[config.mk]
export PLATFORM = sky130hd
export DESIGN_NAME = key_capture_avalon
export DESIGN_NICKNAME = d
export VERILOG_FILES = /design/src/rtl/key_capture_pkg.sv /design/src/rtl/key_capture_avalon_debounce.sv /design/src/rtl/key_capture_avalon.sv
export SDC_FILE = /design/constraint.sdc
export NUM_CORES = 1
export LEC_CHECK = 0
export CAP_MARGIN = 5
export CELL_PAD_IN_SITES_DETAIL_PLACEMENT = 0
export CELL_PAD_IN_SITES_GLOBAL_PLACEMENT = 1
export CORE_UTILIZATION = 40
export CTS_CLUSTER_SIZE = 20
export DETAILED_ROUTE_END_ITERATION = 8
export PLACE_DENSITY = 0.78
export SKIP_LAST_GASP = 1
export SLEW_MARGIN = 5
export SYNTH_ARGS = -nofsm -noshare
export SYNTH_HDL_FRONTEND = slang
export SYNTH_SLANG_ARGS = --single-unit
[constraint.sdc]
create_clock -name clk -period 4.1 [get_ports clk]
set_input_delay 0.82 -clock clk [delete_from_list [all_inputs] [get_ports clk]]
set_output_delay 0.82 -clock clk [all_outputs]
set_load 0.05 [all_outputs]
[src/rtl/key_capture_pkg.sv]
// key_capture_pkg: shared constants for the key capture peripheral.
//   - Avalon word offsets of the four registers
//   - default debounce length (10 ms at 50 MHz)
//   - helper that sizes the debounce counter
package key_capture_pkg;

  localparam logic [1:0] ADDR_DATA  = 2'd0;
  localparam logic [1:0] ADDR_MASK  = 2'd1;
  localparam logic [1:0] ADDR_EDGE  = 2'd2;
  localparam logic [1:0] ADDR_COUNT = 2'd3;

  localparam int unsigned DEFAULT_DEBOUNCE_CYCLES = 500000;
  localparam int unsigned PRESS_COUNT_W           = 16;

  // Counter only has to reach DEBOUNCE_CYCLES-1.
  function automatic int unsigned debounce_cnt_w(input int unsigned cycles);
    return (cycles <= 2) ? 1 : $clog2(cycles);
  endfunction

endpackage

[src/rtl/key_capture_avalon_debounce.sv]
// key_debounce: two-flop synchroniser plus debounce counter for one key.
// Ports:
//   clk, reset  - system clock, synchronous active-high reset
//   raw_in      - asynchronous raw key level (1 = pressed)
//   stable      - debounced level
//   rise, fall  - single-cycle strobes, high in the cycle before the edge on
//                 which stable changes to 1 / 0 respectively
module key_debounce
  import key_capture_pkg::*;
#(
  parameter int unsigned DEBOUNCE_CYCLES = DEFAULT_DEBOUNCE_CYCLES
) (
  input  logic clk,
  input  logic reset,
  input  logic raw_in,
  output logic stable,
  output logic rise,
  output logic fall
);

  localparam int unsigned          CNT_W    = debounce_cnt_w(DEBOUNCE_CYCLES);
  localparam logic [CNT_W-1:0]     CNT_LAST = CNT_W'(DEBOUNCE_CYCLES - 1);

  logic             sync1_q, sync1_d;
  logic             sync2_q, sync2_d;
  logic             stable_q, stable_d;
  logic [CNT_W-1:0] cnt_q, cnt_d;
  logic             accept;

  always_comb begin
    sync1_d  = raw_in;
    sync2_d  = sync1_q;
    stable_d = stable_q;
    cnt_d    = '0;
    accept   = 1'b0;
    if (sync2_q != stable_q) begin
      if (cnt_q == CNT_LAST) begin
        accept   = 1'b1;
        stable_d = sync2_q;
      end else begin
        cnt_d = cnt_q + 1'b1;
      end
    end
    stable = stable_q;
    // Strobes are combinational so the capture logic updates on the same
    // edge as the stable level.
    rise   = accept & sync2_q;
    fall   = accept & ~sync2_q;
  end

  always_ff @(posedge clk) begin
    if (reset) begin
      sync1_q  <= 1'b0;
      sync2_q  <= 1'b0;
      stable_q <= 1'b0;
      cnt_q    <= '0;
    end else begin
      sync1_q  <= sync1_d;
      sync2_q  <= sync2_d;
      stable_q <= stable_d;
      cnt_q    <= cnt_d;
    end
  end

endmodule

[src/rtl/key_capture_avalon.sv]
// key_capture_avalon: Avalon-MM slave carrying debounced pushbuttons to the HPS.
// Registers: 0 DATA (RO), 1 IRQ_MASK (RW), 2 EDGE_CAPTURE (W1C), 3 PRESS_COUNT
// (RO, any write clears). Read latency 1, no waitrequest.
// Ports:
//   clk, reset            - system clock, synchronous active-high reset
//   keys_in[WIDTH-1:0]    - raw pressed levels, asynchronous
//   avs_address/read/write/writedata/readdata - Avalon-MM slave
//   irq                   - level interrupt, |(EDGE_CAPTURE & IRQ_MASK)
// Build option: define KEY_CAPTURE_RELEASE_EN to also capture release events
// in EDGE_CAPTURE[2*WIDTH-1:WIDTH] (IRQ_MASK widens to match).
module key_capture_avalon
  import key_capture_pkg::*;
#(
  parameter int unsigned WIDTH           = 3,
  parameter int unsigned DEBOUNCE_CYCLES = DEFAULT_DEBOUNCE_CYCLES
) (
  input  logic             clk,
  input  logic             reset,
  input  logic [WIDTH-1:0] keys_in,
  input  logic [1:0]       avs_address,
  input  logic             avs_read,
  input  logic             avs_write,
  input  logic [31:0]      avs_writedata,
  output logic [31:0]      avs_readdata,
  output logic             irq
);

`ifdef KEY_CAPTURE_RELEASE_EN
  localparam int unsigned CAP_W = 2 * WIDTH;
`else
  localparam int unsigned CAP_W = WIDTH;
`endif

  logic [WIDTH-1:0]         stable, rise, fall;
  logic [CAP_W-1:0]         events;
  logic [PRESS_COUNT_W-1:0] press_cnt;

  logic [CAP_W-1:0]         mask_q, mask_d;
  logic [CAP_W-1:0]         edge_q, edge_d;
  logic [PRESS_COUNT_W-1:0] count_q, count_d;
  logic [31:0]              readdata_q, readdata_d;
  logic                     unused_ok;

  for (genvar i = 0; i < WIDTH; i++) begin : g_key
    key_debounce #(
      .DEBOUNCE_CYCLES(DEBOUNCE_CYCLES)
    ) u_debounce (
      .clk    (clk),
      .reset  (reset),
      .raw_in (keys_in[i]),
      .stable (stable[i]),
      .rise   (rise[i]),
      .fall   (fall[i])
    );
  end

  always_comb begin
`ifdef KEY_CAPTURE_RELEASE_EN
    events    = {fall, rise};
    unused_ok = ^avs_writedata;
`else
    events    = rise;
    unused_ok = ^{fall, avs_writedata};
`endif
  end

  always_comb begin
    press_cnt = '0;
    for (int unsigned i = 0; i < WIDTH; i++) begin
      press_cnt = press_cnt + PRESS_COUNT_W'(rise[i]);
    end
  end

  always_comb begin
    mask_d  = mask_q;
    edge_d  = edge_q;
    count_d = count_q;
    if (avs_write && avs_address == ADDR_MASK) begin
      mask_d = avs_writedata[CAP_W-1:0];
    end
    if (avs_write && avs_address == ADDR_EDGE) begin
      edge_d = edge_q & ~avs_writedata[CAP_W-1:0];
    end
    if (avs_write && avs_address == ADDR_COUNT) begin
      count_d = '0;
    end
    // New events are applied after the clear so a colliding press wins.
    edge_d  = edge_d | events;
    count_d = count_d + press_cnt;
  end

  always_comb begin
    readdata_d = readdata_q;
    if (avs_read) begin
      readdata_d = '0;
      case (avs_address)
        ADDR_DATA:  readdata_d[WIDTH-1:0]         = stable;
        ADDR_MASK:  readdata_d[CAP_W-1:0]         = mask_q;
        ADDR_EDGE:  readdata_d[CAP_W-1:0]         = edge_q;
        ADDR_COUNT: readdata_d[PRESS_COUNT_W-1:0] = count_q;
        default:    readdata_d                    = '0;
      endcase
    end
  end

  always_comb begin
    avs_readdata = readdata_q;
    irq          = |(edge_q & mask_q);
  end

  always_ff @(posedge clk) begin
    if (reset) begin
      mask_q     <= '0;
      edge_q     <= '0;
      count_q    <= '0;
      readdata_q <= '0;
    end else begin
      mask_q     <= mask_d;
      edge_q     <= edge_d;
      count_q    <= count_d;
      readdata_q <= readdata_d;
    end
  end

endmodule

==> flow_summary.ini <==
[outcome]
status = finished, violations left
violations = design-rule violations

[sta]
finClkSkew_ps = 6.83
final_hold_viol_count = 0
fin_tns_setup_ps = 0
tightest_slew_ps = 1080
slew_headroom_pct = 27.4
worst_slack_ps = 352
clock.fmax_mhz = 267
setup_viol = 0
fin_crit_sh_pct = 91.4
period_needed_ps = 3750
grt_setup_unrepaired = no
slew_viol_final = 0
holdWs_ps = 443

[floorplanning]
rows = 39
fp.coreArea_um2 = 11500
dieHeight_um = 111
die_x_um = 111
dieArea_um2 = 12300
io_pins = 74
start_util_pct = 41.3

[logic_synthesis]
yosys-top-cells-area = dfxtp_1 (44%), nor2_1 (7.1%), xnor2_1 (6.1%)
yosysWarnings = 0
synthArstFlopShare_pct = 0
synth-edff-count = 0
syn_area_um2 = 4760
synthCells = 540
yosysTopAreaCell = dfxtp_1
synth_top_area_share_pct = 43.8
syn_avg_cell_area_um2 = 8.81
ys_types = 52
ys_seq_area_share_pct = 43.8
synth-seq-cells = 104
ys.flop_type = dfxtp_1

[clocking]
cts_resized = 0
clkTransAtPathRegs_ps = 70
postCtsSetupBuffers = 0
cts_made_buffers = 9
h-tree-depth = 3
cts_tree = done
clk_latency_ps = 340
cts.sink_count = 104
clockBufferDepth = 2
cts-root-buf = clkbuf_16
ctsHoldBuffers = 0

[detailed_routing]
wirelength_um = 9230
ant_nets = 0
drc_errors = 9
first_iter_violations = 151
vias = 3674
viasPerCell = 5.15
wl_per_cell_um = 13.0
dr.pass1.iters = 7

[global_route]
grt_pass1_wl_um = 16300
overflow = 0
grt_pass1_vias = 3500
grt_usage_pct = 16.1
grt_antenna_before_repair = 0
grt_max_degree = 46

[pwr]
vdd_ir_drop_max_mv = 0.298
p_total_uw = 1980
power.density_nw_per_um2 = 364
p_leak_uw = 0.00185

[layout]
drive_gt1_share_pct = 7.02
layout_commonest_cell = dfxtp_1
area_delta_synth_final_pct = 14.2
mostFrequentLayoutCells = dfxtp_1 (104), nor2_1 (90), xnor2_1 (33)
nNetsFinal = 614
fin_cells = 713
num_antenna_cells = 0

[placed_design]
dp_slack_ps = 382
io_buffer_count = 28
finalWeightedCongestion = 0.776
placedCellCount = 698
hpwl_um = 6430

[worst_setup_path]
critPathCaptureType = flop
startpoint_type = flop
path_class = reg2reg
path_max_fanout = 7
crit_start = g_key[2].u_debounce.cnt_q[5]$_SDFF_PP0_
r2r-start = g_key[2].u_debounce.cnt_q[5]$_SDFF_PP0_
required_ps = 4300
cp_data_arrival_time_ps = 3950

[job]
maxCapViolCount = 0

[min_path]
hp-class = reg2reg
worstHoldStart = g_key[0].u_debounce.sync1_q$_SDFF_PP0_
==> cell type report <==
cell class	count	area, um^2
clock buffer	12	267
clock inverter	3	40.0
fill	1084	6080
inverter	16	60.1
multi-input combinational	400	2480
sequential	104	2080
tap	143	179
timing repair buffer	35	328
==> state kept, by name (all words and copies together), names as in the netlist <==
signal,flops
g_key.u_debounce.cnt_q,57
count_q,16
g_key.u_debounce.sync1_q,3
mask_q,3
g_key.u_debounce.stable,3
avs_readdata,16
g_key.u_debounce.sync2_q,3
edge_q,3
==> report_power, final <==
| group | switching, uW | internal (uW) |
|---|---|---|
| Clock | 359 | 518 |
| Combinational | 62.3 | 20.1 |
| Sequential | 3.20 | 1010 |
==> worst paths after layout <==
kind	end	slack, ps	depth (start not counted)
max	count_q[10]$_SDFF_PP0_	350	11
max reg2reg	count_q[10]$_SDFF_PP0_	350	11
min reg2reg	g_key[0].u_debounce.sync2_q$_SDFF_PP0_	440	1
min	g_key[0].u_debounce.sync2_q$_SDFF_PP0_	440	1
==> synth_stat cells (all sizes together), types with 2 or more instances <==
library cell / count
nor2b: 25
nor3: 9
and3: 9
a31oi: 3
buf: 17
nand4: 20
clkbuf: 18
mux2i: 6
xnor2: 33
xor2: 22
ha: 5
inv: 16
o21ai: 13
nand2b: 5
or2: 6
or4: 6
nand3b: 2
and4: 7
nand3: 20
nand2: 24
a41o: 2
o31ai: 3
mux4: 3
o221ai: 2
or4b: 5
or3: 5
dfxtp: 104
o41ai: 2
and2: 5
nor4: 11
a21oi: 26
fa: 2
nor2: 90
nor4b: 3
==> routing by layer <==
layer / GRT usage [%] / routed length (um) / share of wire [%]
met5: 0 / 0 / 0
met4: 5.86 / 149 / 1.6
met3: 3.44 / 341 / 3.7
met2: 26.0 / 4320 / 47
met1: 21.1 / 4420 / 48
==> stage by stage <==
stage	instance area, um^2	utilization (%)
3_5_place_dp	5130	44.5
5_1_grt	5430	47.2
4_1_cts	5430	47.2
2_1_floorplan	4810	-
3_3_place_gp	5130	44.5
6_report	5430	47.2
==> cell families after synthesis <==
logic type	synth area share, %
AND/OR/NAND/NOR	28.7
multiplexers	2.68
buffers and inverters	5.31
other	0.0788
flip-flops	43.8
adder cells (fa/ha/maj)	2.16
XOR/XNOR	10.1
AO/OA/AOI/OAI	7.18
==> worst max-delay path, stage by stage (launching register included) <==
cell     delay (ps)
dfxtp_1         370
nor4b_1         340
nand4_1         250
or4b_2          720
inv_1           100
fa_1            420
ha_1            250
fa_1            400
and3_1          220
and4_1          260
xnor2_1         140
nor2b_1         120
No activity file was read; power rests on OpenSTA's default activity.
